**src/rtl/edge_activity_counter.sv**
```systemverilog
// Switching-activity monitor: counts synchronised 0->1 transitions per probe
// channel, keeps a saturating total, and serves snapshots over a 4-phase read port.
//
// state | meaning
// IDLE  | no read in progress, waiting for rd_req
// SNAP  | request accepted, channel select latched, snapshot taken on next edge
// ACK   | rd_ack high, rd_data held until rd_req is seen low
module edge_activity_counter #(
   parameter int N_CH  = 4,
   parameter int CNT_W = 16,
   parameter int SEL_W = 2
) (
   input  logic             clk,
   input  logic             rst,
   input  logic             enb,
   input  logic [N_CH-1:0]  probe,
   input  logic             clr,
   input  logic             rd_req,
   input  logic [SEL_W-1:0] rd_sel,
   output logic             rd_ack,
   output logic [CNT_W-1:0] rd_data,
   output logic [N_CH-1:0]  sat,
   output logic [CNT_W-1:0] total
);

   typedef enum logic [1:0] {
      IDLE = 2'd0,
      SNAP = 2'd1,
      ACK  = 2'd2
   } rd_state_t;

   localparam logic [CNT_W-1:0] CNT_MAX = '1;

   rd_state_t        state, state_nxt;
   logic [N_CH-1:0]  s1, s2, prev;
   logic [N_CH-1:0]  inc;
   logic [CNT_W-1:0] cnt     [N_CH];
   logic [CNT_W-1:0] cnt_nxt [N_CH];
   logic [N_CH-1:0]  sat_nxt;
   logic [CNT_W:0]   pop;
   logic [CNT_W:0]   total_sum;
   logic [CNT_W-1:0] total_nxt;
   logic [SEL_W-1:0] sel_q;
   logic [CNT_W-1:0] snap;
   logic             ld_sel, ld_snap, drop_ack;

   // Sync chain runs regardless of enb so a stale level never looks like an edge.
   always_ff @(posedge clk or posedge rst) begin
      if (rst) begin
         s1   <= '0;
         s2   <= '0;
         prev <= '0;
      end else begin
         s1   <= probe;
         s2   <= s1;
         prev <= s2;
      end
   end

   assign inc = s2 & ~prev & {N_CH{enb}};

   always_comb begin
      cnt_nxt = cnt;
      sat_nxt = sat;
      pop     = '0;
      for (int i = 0; i < N_CH; i++) begin
         if (inc[i]) begin
            pop = pop + 1'b1;
            if (cnt[i] != CNT_MAX) cnt_nxt[i] = cnt[i] + 1'b1;
         end
         if (cnt_nxt[i] == CNT_MAX) sat_nxt[i] = 1'b1;
      end
      total_sum = {1'b0, total} + pop;
      total_nxt = total_sum[CNT_W] ? CNT_MAX : total_sum[CNT_W-1:0];
      // Clear wins over any increment landing on the same edge.
      if (clr) begin
         for (int i = 0; i < N_CH; i++) cnt_nxt[i] = '0;
         sat_nxt   = '0;
         total_nxt = '0;
      end
   end

   always_ff @(posedge clk or posedge rst) begin
      if (rst) begin
         cnt   <= '{default: '0};
         sat   <= '0;
         total <= '0;
      end else begin
         cnt   <= cnt_nxt;
         sat   <= sat_nxt;
         total <= total_nxt;
      end
   end

   // Out-of-range selects fall through to zero.
   always_comb begin
      snap = '0;
      for (int i = 0; i < N_CH; i++) begin
         if (sel_q == SEL_W'(i)) snap = cnt[i];
      end
   end

   always_ff @(posedge clk or posedge rst) begin
      if (rst) state <= IDLE;
      else     state <= state_nxt;
   end

   always_comb begin
      state_nxt = state;
      ld_sel    = 1'b0;
      ld_snap   = 1'b0;
      drop_ack  = 1'b0;
      case (state)
         IDLE: begin
            if (rd_req) begin
               ld_sel    = 1'b1;
               state_nxt = SNAP;
            end
         end
         SNAP: begin
            ld_snap   = 1'b1;
            state_nxt = ACK;
         end
         ACK: begin
            if (!rd_req) begin
               drop_ack  = 1'b1;
               state_nxt = IDLE;
            end
         end
         default: state_nxt = IDLE;
      endcase
   end

   always_ff @(posedge clk or posedge rst) begin
      if (rst) begin
         sel_q   <= '0;
         rd_data <= '0;
         rd_ack  <= 1'b0;
      end else begin
         if (ld_sel) sel_q <= rd_sel;
         if (ld_snap) begin
            rd_data <= snap;
            rd_ack  <= 1'b1;
         end
         if (drop_ack) rd_ack <= 1'b0;
      end
   end

endmodule
```
**config.mk**
```make
export PLATFORM = sky130hd
export DESIGN_NAME = edge_activity_counter
export DESIGN_NICKNAME = d
export VERILOG_FILES = /design/src/rtl/edge_activity_counter.sv
export SDC_FILE = /design/constraint.sdc
export NUM_CORES = 1
export LEC_CHECK = 0
export CAP_MARGIN = 30
export CORE_MARGIN = 5
export CORE_UTILIZATION = 45
export CTS_CLUSTER_SIZE = 28
export DETAILED_ROUTE_END_ITERATION = 8
export DONT_BUFFER_PORTS = 1
export HOLD_SLACK_MARGIN = 0.06
export PLACE_DENSITY = 0.63
export SYNTH_ARGS = -nofsm -noshare
export SYNTH_HDL_FRONTEND = slang
export SYNTH_SLANG_ARGS = --single-unit
```
**constraint.sdc**
```tcl
create_clock -name clk -period 5.75 [get_ports clk]
set_input_delay 1.15 -clock clk [delete_from_list [all_inputs] [get_ports clk]]
set_output_delay 1.15 -clock clk [all_outputs]
set_load 0.01 [all_outputs]
```
==> results.py, run 1 <==
metrics = {
    "outcome": {
        "result_of_the_run": "complete, no violations",
    },
    "clock_tree": {
        "clock_tree.buffer_depth": 2,
        "tritoncts": "done",
        "post-cts-setup-buffer-count": 0,
        "ctsHoldBuffers": 0,
        "cts.repair.resized": 0,
        "tritoncts_num_sinks": 117,
        "cts_htree_levels": 4,
        "cts.root.buffer_cell": "sky130_fd_sc_hd__clkbuf_16",
        "numCtsBuffers": 17,
        "clock_latency_ns": 0.43,
        "path_clk_slew_ns": 0.06,
    },
    "critical_path": {
        "worst-path-max-fanout": 13,
        "critPathKind": "in2reg",
        "r2r_cells": 14,
        "regToRegSetupSlack_ns": 1.87,
        "worstPathRequired_ns": 6.04,
        "critical_path.startpoint_type": "input port",
        "r2r_startpoint": "prev[0]",
        "crit_reg_reg_endpoint": "total[1]",
        "worst_setup_path_end_kind": "flip-flop",
        "worstPathArrival_ns": 4.49,
    },
    "global_routing": {
        "via_count_of_the_first_global_routing_pass": 5004,
        "grt_max_degree": 85,
        "grt_antenna_before_repair": 0,
        "grt_usage_pct": 20.3,
        "global_route.overflow_total": 0,
        "global_route_wire_length_before_repair_microns": 26500,
    },
    "drt": {
        "route.detailed.wl_per_inst_microns": 19.2,
        "routed_wl_microns": 16100,
        "final_antenna_net_count": 0,
        "starting_drt_drc_count": 366,
        "remaining_drc_errors": 0,
        "num_vias": 5077,
        "avgViaCountPerCell": 6.05,
        "drt_pre_antenna_iters": 5,
    },
    "worst_hold_path": {
        "worstHoldPathCells": 0,
        "holdCritStartpoint": "s1[0]",
        "min_path_type": "reg2reg",
        "whs_endpoint": "s2[0]",
    },
    "synth": {
        "async_reset_ff_share_pct": 100,
        "netlist_top_cells_area": "sky130_fd_sc_hd__dfrtp_1 (45%), sky130_fd_sc_hd__mux4_2 (5.5%), sky130_fd_sc_hd__xor2_1 (3.7%)",
        "postSynthRegisterBits": 117,
        "post_synth.cell_area_avg_sq_um": 10.0,
        "yosys_warning_count": 0,
        "synth_cell_type_count": 69,
        "synthDominantCellAreaShare_pct": 44.6,
        "post_synth_instance_area_sq_mm": 0.00656,
        "synth-edff-count": 0,
        "synthDominantAreaCellType": "sky130_fd_sc_hd__dfrtp_1",
        "syn-num-nets": 677,
        "synth-seq-area-share_pct": 44.6,
        "synth_cells": 655,
        "synth_top_flop_cell": "sky130_fd_sc_hd__dfrtp_1",
    },
    "sta": {
        "hold_viol": 0,
        "slew_violations": 0,
        "setup-violations-final": 0,
        "maximum_clock_skew_at_final_layout_ns": 0.00797,
        "rsz0062_at_grt": "no",
        "post-route-period-util_pct": 73.0,
        "fmax_ghz": 0.238,
        "tns_setup_ns": 0,
        "worst-slew-pin-transition_ns": 0.945,
        "period_minus_slack_ns": 4.20,
        "timing.slew.headroom_pct": 37.0,
        "fin_ws_ns": 1.55,
    },
    "placement": {
        "place.port_buffers": 0,
        "dp_hpwl_microns": 11500,
        "placed_cells_incl_taps": 805,
        "detailedPlace.worstSlack_ns": 1.16,
        "placer_congestion": 0.995,
    },
    "floorplan": {
        "floorplan.die.height_microns": 131,
        "chipWidth_microns": 131,
        "floorplan.core_area_sq_mm": 0.0144,
        "io_pins": 48,
        "area_of_the_die_sq_mm": 0.0171,
        "number_of_placement_rows": 44,
        "start_util_pct": 45.5,
    },
    "finish": {
        "insertedDiodeCount": 0,
        "share_of_post_route_cells_with_drive_strength_above_1_pct": 13.9,
        "area.growth.synth_to_final_pct": 11.3,
        "final_nets": 664,
        "layoutNonFillerInstCount": 839,
    },
    "power": {
        "static-leakage-power_uw": 0.00293,
        "max-vdd-ir-drop_mv": 0.192,
        "power.total_uw": 2190,
        "pwr_density_cell_mw_per_mm2": 300,
    },
    "run": {
        "drv_cap": 0,
    },
}
[synth_stat cells (4+ instances only)]
master and n:
sky130_fd_sc_hd__mux4_2 16, sky130_fd_sc_hd__nand3b_1 5, sky130_fd_sc_hd__nand4_1 24, sky130_fd_sc_hd__xnor2_1 25, sky130_fd_sc_hd__clkbuf_1 24, sky130_fd_sc_hd__mux2i_1 4
sky130_fd_sc_hd__a211oi_1 4, sky130_fd_sc_hd__nand2_1 38, sky130_fd_sc_hd__buf_2 4, sky130_fd_sc_hd__a31oi_1 10, sky130_fd_sc_hd__xor2_1 28, sky130_fd_sc_hd__nor2_1 65
sky130_fd_sc_hd__and4_1 7, sky130_fd_sc_hd__nor4_1 15, sky130_fd_sc_hd__nor3_1 22, sky130_fd_sc_hd__nand3_1 33, sky130_fd_sc_hd__inv_1 21, sky130_fd_sc_hd__and2_1 4
sky130_fd_sc_hd__dfrtp_1 117, sky130_fd_sc_hd__ha_1 10, sky130_fd_sc_hd__mux2_2 19, sky130_fd_sc_hd__or3_1 4, sky130_fd_sc_hd__nand2b_1 9, sky130_fd_sc_hd__nor2b_1 9
sky130_fd_sc_hd__a21oi_1 42, sky130_fd_sc_hd__and3_1 10, sky130_fd_sc_hd__o21ai_0 15, sky130_fd_sc_hd__nand4b_1 5
[worst max-delay path by stage]
stage / start / to / slack, ns
6_report: enb / total[1] / 1.55
5_1_grt: enb / total[3] / 1.30
4_1_cts: enb / total[3] / 1.60
3_5_place_dp: enb / total[3] / 1.16
3_3_place_gp: enb / total[1] / 1.30
2_1_floorplan: rst / cnt[0] / 1.50
[layout by cell type, fill, tap and decap left out, types with 16 or more instances in the layout]
cell type / instances
sky130_fd_sc_hd__xnor2_1: 25
sky130_fd_sc_hd__dfrtp_1: 117
sky130_fd_sc_hd__a21oi_1: 42
sky130_fd_sc_hd__nand2_1: 38
sky130_fd_sc_hd__nor3_1: 22
sky130_fd_sc_hd__clkbuf_16: 17
sky130_fd_sc_hd__mux4_2: 16
sky130_fd_sc_hd__nor2_1: 65
sky130_fd_sc_hd__xor2_1: 28
sky130_fd_sc_hd__mux2_2: 19
sky130_fd_sc_hd__nand3_1: 33
sky130_fd_sc_hd__inv_1: 20
sky130_fd_sc_hd__nand4_1: 24
[metal layers]
| metal | share of wire [%] | global-route usage (%) | vias up |
|---|---|---|---|
| met5 | 0 | 0 | - |
| met4 | 2.8 | 9.50 | 0 |
| met3 | 7.0 | 5.33 | 32 |
| met2 | 46 | 29.7 | 180 |
| met1 | 45 | 28.4 | 2500 |
| li1 | - | - | 2365 |
[stage by stage]
step / instance area (sq um) / utilization [%] / hold WS (ns)
floorplan: 6560 / - / 0.331
global placement: 6640 / 46.0 / 0.336
detailed placement: 6640 / 46.0 / 0.335
CTS: 7250 / 50.2 / 0.349
global route: 7300 / 50.6 / 0.352
finish: 7300 / 50.6 / 0.347
[worst max-delay path: stages]
cell	delay [ns]
sky130_fd_sc_hd__and3b_2	0.27
sky130_fd_sc_hd__inv_2	0.13
sky130_fd_sc_hd__ha_1	0.34
sky130_fd_sc_hd__xnor2_1	0.26
sky130_fd_sc_hd__ha_1	0.19
sky130_fd_sc_hd__nand2_1	0.06
sky130_fd_sc_hd__xor2_1	0.16
sky130_fd_sc_hd__ha_1	0.32
sky130_fd_sc_hd__nor2b_1	0.15
sky130_fd_sc_hd__o21a_1	0.18
sky130_fd_sc_hd__o21ai_0	0.50
sky130_fd_sc_hd__nor2_1	0.17
sky130_fd_sc_hd__nand3_1	0.45
sky130_fd_sc_hd__a21oi_1	0.14
[cell type report]
cell class	instances	area [sq um]
fillers	1305	7120
multi-input cells	480	3390
flip-flops and latches	117	2930
clock buffers	18	439
well taps	184	230
clock inverters	14	166
inverters	23	88.8
repair buffers	3	62.6
[power by group]
part	leakage, uW	internal (uW)	switching (uW)
clock	0.000295	662	412
sequential	0.00159	854	85.4
combinational	0.00105	106	72.2
[sequential cells by signal (all words and copies together), names as in the netlist]
name and flops:
state 2, sat 4, cnt 64, prev 4, total 16, s2 4
rd_ack 1, s1 4, sel_q 2, rd_data 16
[logic make-up after synthesis]
| logic type | share of synthesized area, % |
|---|---|
| xor+xnor | 7.08 |
| compound gates | 9.88 |
| fa+ha+maj | 2.21 |
| other cells | 0.0572 |
| flops | 44.6 |
| buf+inv | 3.78 |
| mux | 9.37 |
| simple gates | 23.0 |
No activity file was read; power rests on OpenSTA's default activity.
==> run 2: changes to the inputs <==
clock period = 4.1 ns   (was 5.75 ns; I/O delays follow)
==> run 2 against run 1 <==
  * Critical path type is now reg2reg
  * Hold slack lost 0.16 ns
  * Clock skew is 0.00051 ns higher
  * Highest routed layer unchanged
  * Critical path depth unchanged
  * Largest power group unchanged
  * Non-clock buffer count rose by 4
  * Total power is 40% higher
==> results.py, run 2 (synthesized netlist as in run 1, its figures left out) <==
metrics = {
    "clock_tree": {
        "clock_tree.buffer_depth": 2,
        "cts_htree_levels": 4,
        "cts.repair.resized": 0,
        "post-cts-setup-buffer-count": 0,
        "numCtsBuffers": 17,
        "tritoncts": "done",
        "ctsHoldBuffers": 0,
        "clock_latency_ns": 0.43,
        "tritoncts_num_sinks": 117,
        "cts.root.buffer_cell": "sky130_fd_sc_hd__clkbuf_16",
        "path_clk_slew_ns": 0.06,
    },
    "finish": {
        "final_nets": 668,
        "area.growth.synth_to_final_pct": 11.7,
        "largest_reg_flops": 64,
        "layoutNonFillerInstCount": 843,
        "insertedDiodeCount": 0,
        "layout_commonest_cell": "sky130_fd_sc_hd__dfrtp_1",
        "utilization_pct": 50.8,
        "layout_top_registers": "cnt: 64 flops, rd_data: 16 flops, total: 16 flops",
        "post-route-cell-area_sq_mm": 0.00733,
        "share_of_post_route_cells_with_drive_strength_above_1_pct": 14.4,
        "mostFrequentLayoutCells": "sky130_fd_sc_hd__dfrtp_1 (117), sky130_fd_sc_hd__nor2_1 (65), sky130_fd_sc_hd__a21oi_1 (42)",
        "registers.top_by_ff_count": "cnt",
    },
    "global_routing": {
        "grt_antenna_before_repair": 0,
        "global_route.overflow_total": 0,
        "grt_usage_pct": 20.3,
        "via_count_of_the_first_global_routing_pass": 4988,
        "grt_max_degree": 85,
        "global_route_wire_length_before_repair_microns": 26500,
    },
    "drt": {
        "final_antenna_net_count": 0,
        "route.detailed.wl_per_inst_microns": 19.6,
        "avgViaCountPerCell": 6.12,
        "starting_drt_drc_count": 476,
        "num_vias": 5160,
        "drt_pre_antenna_iters": 5,
        "remaining_drc_errors": 0,
        "routed_wl_microns": 16500,
    },
    "floorplan": {
        "number_of_placement_rows": 44,
        "area_of_the_die_sq_mm": 0.0171,
        "floorplan.die.height_microns": 131,
        "start_util_pct": 45.5,
        "io_pins": 48,
        "chipWidth_microns": 131,
        "floorplan.core_area_sq_mm": 0.0144,
    },
    "sta": {
        "tns_setup_ns": 0,
        "worst-slew-pin-transition_ns": 0.800,
        "slew_violations": 0,
        "hold_viol": 0,
        "period_minus_slack_ns": 3.67,
        "fmax_ghz": 0.273,
        "setup-violations-final": 0,
        "post-route-period-util_pct": 89.5,
        "rsz0062_at_grt": "no",
        "timing.slew.headroom_pct": 46.2,
        "fin_ws_ns": 0.432,
        "maximum_clock_skew_at_final_layout_ns": 0.00848,
    },
    "outcome": {
        "result_of_the_run": "complete, no violations",
    },
    "placement": {
        "dp_hpwl_microns": 11700,
        "placed_cell_area_sq_mm": 0.00668,
        "place.port_buffers": 0,
        "detailedPlace.worstSlack_ns": 0.0510,
        "placer_congestion": 0.934,
        "placed_cells_incl_taps": 809,
    },
    "critical_path": {
        "worst-path-max-fanout": 13,
        "worst_setup_path_end_kind": "flip-flop",
        "critical_path.startpoint_type": "flip-flop",
        "worstPathArrival_ns": 4.01,
        "worstPathRequired_ns": 4.44,
        "critPathKind": "reg2reg",
    },
    "worst_hold_path": {
        "min_path_type": "in2async",
    },
    "power": {
        "max-vdd-ir-drop_mv": 0.288,
        "pwr_density_cell_mw_per_mm2": 419,
        "static-leakage-power_uw": 0.00294,
    },
    "run": {
        "drv_cap": 0,
    },
}
-- run 2: cell types whose count changed in the layout (fill, tap and decap cells not counted) --
cell                         previous run  this run
sky130_fd_sc_hd__inv_8                  1         0
sky130_fd_sc_hd__inv_6                  7         5
sky130_fd_sc_hd__clkinv_4               3         4
sky130_fd_sc_hd__clkinvlp_4             1         4
sky130_fd_sc_hd__clkbuf_8               1         0
sky130_fd_sc_hd__buf_4                  1         4
sky130_fd_sc_hd__buf_8                  0         1
-- run 2: worst max-delay path, cell delays in order, from the launching register on --
cell                      delay (ns)
sky130_fd_sc_hd__dfrtp_1        0.35
sky130_fd_sc_hd__and3b_2        0.35
sky130_fd_sc_hd__inv_2          0.12
sky130_fd_sc_hd__ha_1           0.32
sky130_fd_sc_hd__xnor2_1        0.30
sky130_fd_sc_hd__xnor2_1        0.19
sky130_fd_sc_hd__ha_1           0.21
sky130_fd_sc_hd__inv_1          0.06
sky130_fd_sc_hd__fa_1           0.40
sky130_fd_sc_hd__nor2b_1        0.12
sky130_fd_sc_hd__o21a_1         0.13
sky130_fd_sc_hd__o21ai_0        0.10
sky130_fd_sc_hd__nor2_1         0.21
sky130_fd_sc_hd__nand3_1        0.42
sky130_fd_sc_hd__a21oi_1        0.29
-- run 2: routing by layer --
layer / vias up / global-route usage [%] / part of all wire (%)
li1: 2374 / - / -
met1: 2557 / 27.5 / 44
met2: 194 / 30.8 / 47
met3: 35 / 6.34 / 7.2
met4: 0 / 7.56 / 2.1
met5: - / 0 / 0
-- run 2: cell type report --
| class | count | area (sq um) |
|---|---|---|
| tap | 184 | 230 |
| clock inverter | 15 | 169 |
| clock buffer | 17 | 425 |
| timing repair buffer | 7 | 100 |
| multi-input combinational | 480 | 3390 |
| sequential | 117 | 2930 |
| fill | 1278 | 7100 |
| inverter | 23 | 88.8 |
-- run 2: power by group --
part           switching, uW  total (uW)  internal (uW)  leakage, uW
Combinational            144         310            166      0.00107
Clock                    573        1480            905     0.000277
Sequential              84.2        1280           1200      0.00159
Total                    802        3070           2270      0.00294
-- run 2: through the flow --
step	hold WS (ns)	power, uW
after CTS	0.349	3080
after global placement	0.335	1570
after global routing	0.177	3200
after detailed placement	0.335	1590
after floorplan	0.331	1530
final	0.183	3070
-- run 2: final timing paths --
| kind | startpoint | to | slack, ns | cells past startpoint |
|---|---|---|---|---|
| worst max-delay path | prev[1] | total[4] | 0.43 | 14 |
| worst min-delay path | rst | cnt[24] | 0.18 | 1 |
| worst max register to register | prev[1] | total[4] | 0.43 | 14 |
| worst min register to register | s1[2] | s2[2] | 0.35 | 0 |
| max in group asynchronous | rst | state[1] | 3.35 | 2 |
| min in group clk | s1[2] | s2[2] | 0.35 | 0 |
==> run 3: changes to the inputs <==
GPL_TIMING_DRIVEN = 0   (was not set)
==> run 3 against run 2 <==
  * Global-route usage increased by 0.78 points
  * Flip-flop and latch count stayed put
  * First-iteration DRC count decreased by 13%
  * Count of clock-buffer cells in the layout up 3
  * Sequential share of layout area down 0.55 points
  * Wire length is 2.6% higher
  * Clock power is 3% higher
  * Via count rose by 2.0%
  * Non-clock buffer count up 29
  * Fmax shrank 1.0%
  * Largest cell class unchanged
==> results.py, run 3 (synthesized netlist as in run 1, its figures left out) <==
metrics = {
    "critical_path": {
        "cpLargestDelayFamily": "adder cells",
        "critical_path.startpoint_type": "flip-flop",
        "worst_setup_path_end_kind": "flip-flop",
        "r2r_startpoint": "prev[1]",
        "timing.critical_path.buf_inv": 3,
        "critPathKind": "reg2reg",
        "regToRegSetupSlack_ns": 0.40,
        "crit_path_frequent_cell": "sky130_fd_sc_hd__ha_1",
        "crit_reg_reg_endpoint": "total[10]",
        "worstPathArrival_ns": 3.98,
        "worst-path-max-fanout": 10,
        "cp.depth": 16,
        "timing.critical_path.slowest_stage_cell": "sky130_fd_sc_hd__dfrtp_1",
        "r2r_cells": 16,
        "setup.worst_path.end": "total[10]",
        "critical_path.startpoint": "prev[1]",
        "crit_chain": "and3b_2 > buf_2 > inv_2 > ha_1 > xnor2_1 > ha_1 > nand2_1 > xor2_1 > ha_1 > nor2b_1 > o21a_1 > o21ai_2 > nor2_1 > nand3_1 > clkbuf_2 > a21oi_1",
        "cp_slowest_stage_delay_ns": 0.35,
        "worstPathRequired_ns": 4.38,
    },
    "clock_tree": {
        "cts.root.buffer_cell": "sky130_fd_sc_hd__clkbuf_16",
        "tritoncts": "done",
        "path_clk_slew_ns": 0.06,
        "tritoncts_num_sinks": 117,
        "clock_latency_ns": 0.42,
        "post-cts-setup-buffer-count": 0,
        "cts_htree_levels": 4,
        "numCtsBuffers": 17,
        "ctsHoldBuffers": 0,
        "clock_tree.buffer_depth": 2,
    },
    "finish": {
        "largest_reg_flops": 64,
        "layout_commonest_cell": "sky130_fd_sc_hd__dfrtp_1",
        "mostFrequentLayoutCells": "sky130_fd_sc_hd__dfrtp_1 (117), sky130_fd_sc_hd__nor2_1 (65), sky130_fd_sc_hd__a21oi_1 (42)",
        "registers.top_by_ff_count": "cnt",
        "area.growth.synth_to_final_pct": 13.3,
        "layout_top_registers": "cnt: 64 flops, rd_data: 16 flops, total: 16 flops",
        "share_of_post_route_cells_with_drive_strength_above_1_pct": 14.0,
        "insertedDiodeCount": 0,
        "final_nets": 697,
    },
    "sta": {
        "setup-violations-final": 0,
        "period_minus_slack_ns": 3.70,
        "rsz0062_at_grt": "no",
        "worst-slew-pin-transition_ns": 0.814,
        "tns_setup_ns": 0,
        "finalHoldWorstSlack_ns": 0.300,
        "maximum_clock_skew_at_final_layout_ns": 0.00991,
        "fmax_ghz": 0.270,
        "hold_viol": 0,
        "slew_violations": 0,
        "post-route-period-util_pct": 90.4,
        "timing.slew.headroom_pct": 45.7,
    },
    "global_routing": {
        "use_met3_pct": 6.79,
        "via_count_of_the_first_global_routing_pass": 5307,
        "grt_usage_pct": 21.1,
        "met1_usage_pct": 28.3,
        "top_usage_layer": "met2",
        "grt_max_degree": 67,
        "global_route_wire_length_before_repair_microns": 27600,
        "grt_antenna_before_repair": 0,
        "global_route.overflow_total": 0,
        "global_route.usage.met2_pct": 31.5,
    },
    "floorplan": {
        "floorplan.core_area_sq_mm": 0.0144,
        "area_of_the_die_sq_mm": 0.0171,
        "number_of_placement_rows": 44,
        "chipWidth_microns": 131,
        "floorplan.die.height_microns": 131,
        "start_util_pct": 45.5,
        "io_pins": 48,
    },
    "drt": {
        "route.detailed.wl_per_inst_microns": 19.4,
        "final_antenna_net_count": 0,
        "routed_wl_microns": 16900,
        "drt_pre_antenna_iters": 5,
        "avgViaCountPerCell": 6.04,
        "num_vias": 5263,
        "starting_drt_drc_count": 416,
        "remaining_drc_errors": 0,
    },
    "power": {
        "pwr_density_cell_mw_per_mm2": 418,
        "static-leakage-power_uw": 0.00298,
        "max-vdd-ir-drop_mv": 0.298,
    },
    "placement": {
        "placer_congestion": 0.931,
        "dp_hpwl_microns": 12400,
        "place.port_buffers": 0,
    },
    "run": {
        "drv_cap": 0,
    },
    "outcome": {
        "result_of_the_run": "complete, no violations",
    },
    "worst_hold_path": {
        "min_path_type": "in2async",
    },
}
## run 3: changes by cell type in the layout (fill, tap and decap cells not counted), moves of 2 or more
cell,before,now
sky130_fd_sc_hd__clkbuf_1,0,25
sky130_fd_sc_hd__buf_2,0,4
sky130_fd_sc_hd__clkinv_2,0,2
sky130_fd_sc_hd__clkinv_4,4,2
sky130_fd_sc_hd__buf_4,4,2
sky130_fd_sc_hd__buf_1,0,3
sky130_fd_sc_hd__clkbuf_8,0,2
sky130_fd_sc_hd__inv_6,5,1
## run 3: through the flow
stage / worst slack, ns / util, % / area [sq um] / instances / power [uW]
6_report: 0.395 / 51.5 / 7430 / 872 / 3100
5_1_grt: 0.158 / 51.5 / 7430 / 872 / 3250
4_1_cts: 0.114 / 51.5 / 7420 / 872 / 3140
3_5_place_dp: -0.514 / 47.3 / 6820 / 840 / 1610
3_3_place_gp: -1.09 / 47.1 / 6790 / 839 / 1600
2_1_floorplan: 0.179 / - / 6560 / 655 / 1530
## run 3: worst min path at each step
| stage | cells after the start | end | from | slack (ns) |
|---|---|---|---|---|
| detailed placement | 0 | s2[2] | s1[2] | 0.34 |
| global route | 1 | cnt[21] | rst | 0.33 |
| floorplan | 0 | s2[0] | s1[0] | 0.33 |
| finish | 1 | cnt[21] | rst | 0.30 |
| CTS | 1 | cnt[17] | rst | 0.31 |
| global placement | 0 | s2[1] | s1[1] | 0.33 |
## run 3: report_power, final
group / leakage (uW) / switching, uW / internal [uW]
logic: 0.00111 / 198 / 145
registers: 0.00159 / 44.8 / 1200
clock network: 0.000278 / 547 / 969
total: 0.00298 / 790 / 2310
## run 3: what timing repair did
item,CTS,global route
hold endpoints to repair,0,0
endpoints found under the setup margin,10,10
resized for setup,1,3
## run 3: cell type report
cell class              instances  area [sq um]
clock inverters                12           155
fillers                      1356          6990
flip-flops and latches        117          2930
repair buffers                  1          27.5
inverters                      23          91.3
plain buffers                  35           163
multi-input cells             480          3390
clock buffers                  20           447
well taps                     184           230
## run 3: metal layers
layer	share of wire (%)	wire, microns	vias up
met5	0	0	-
met4	3.3	563	0
met3	7.0	1180	33
met2	46	7800	181
met1	44	7380	2621
li1	-	-	2428
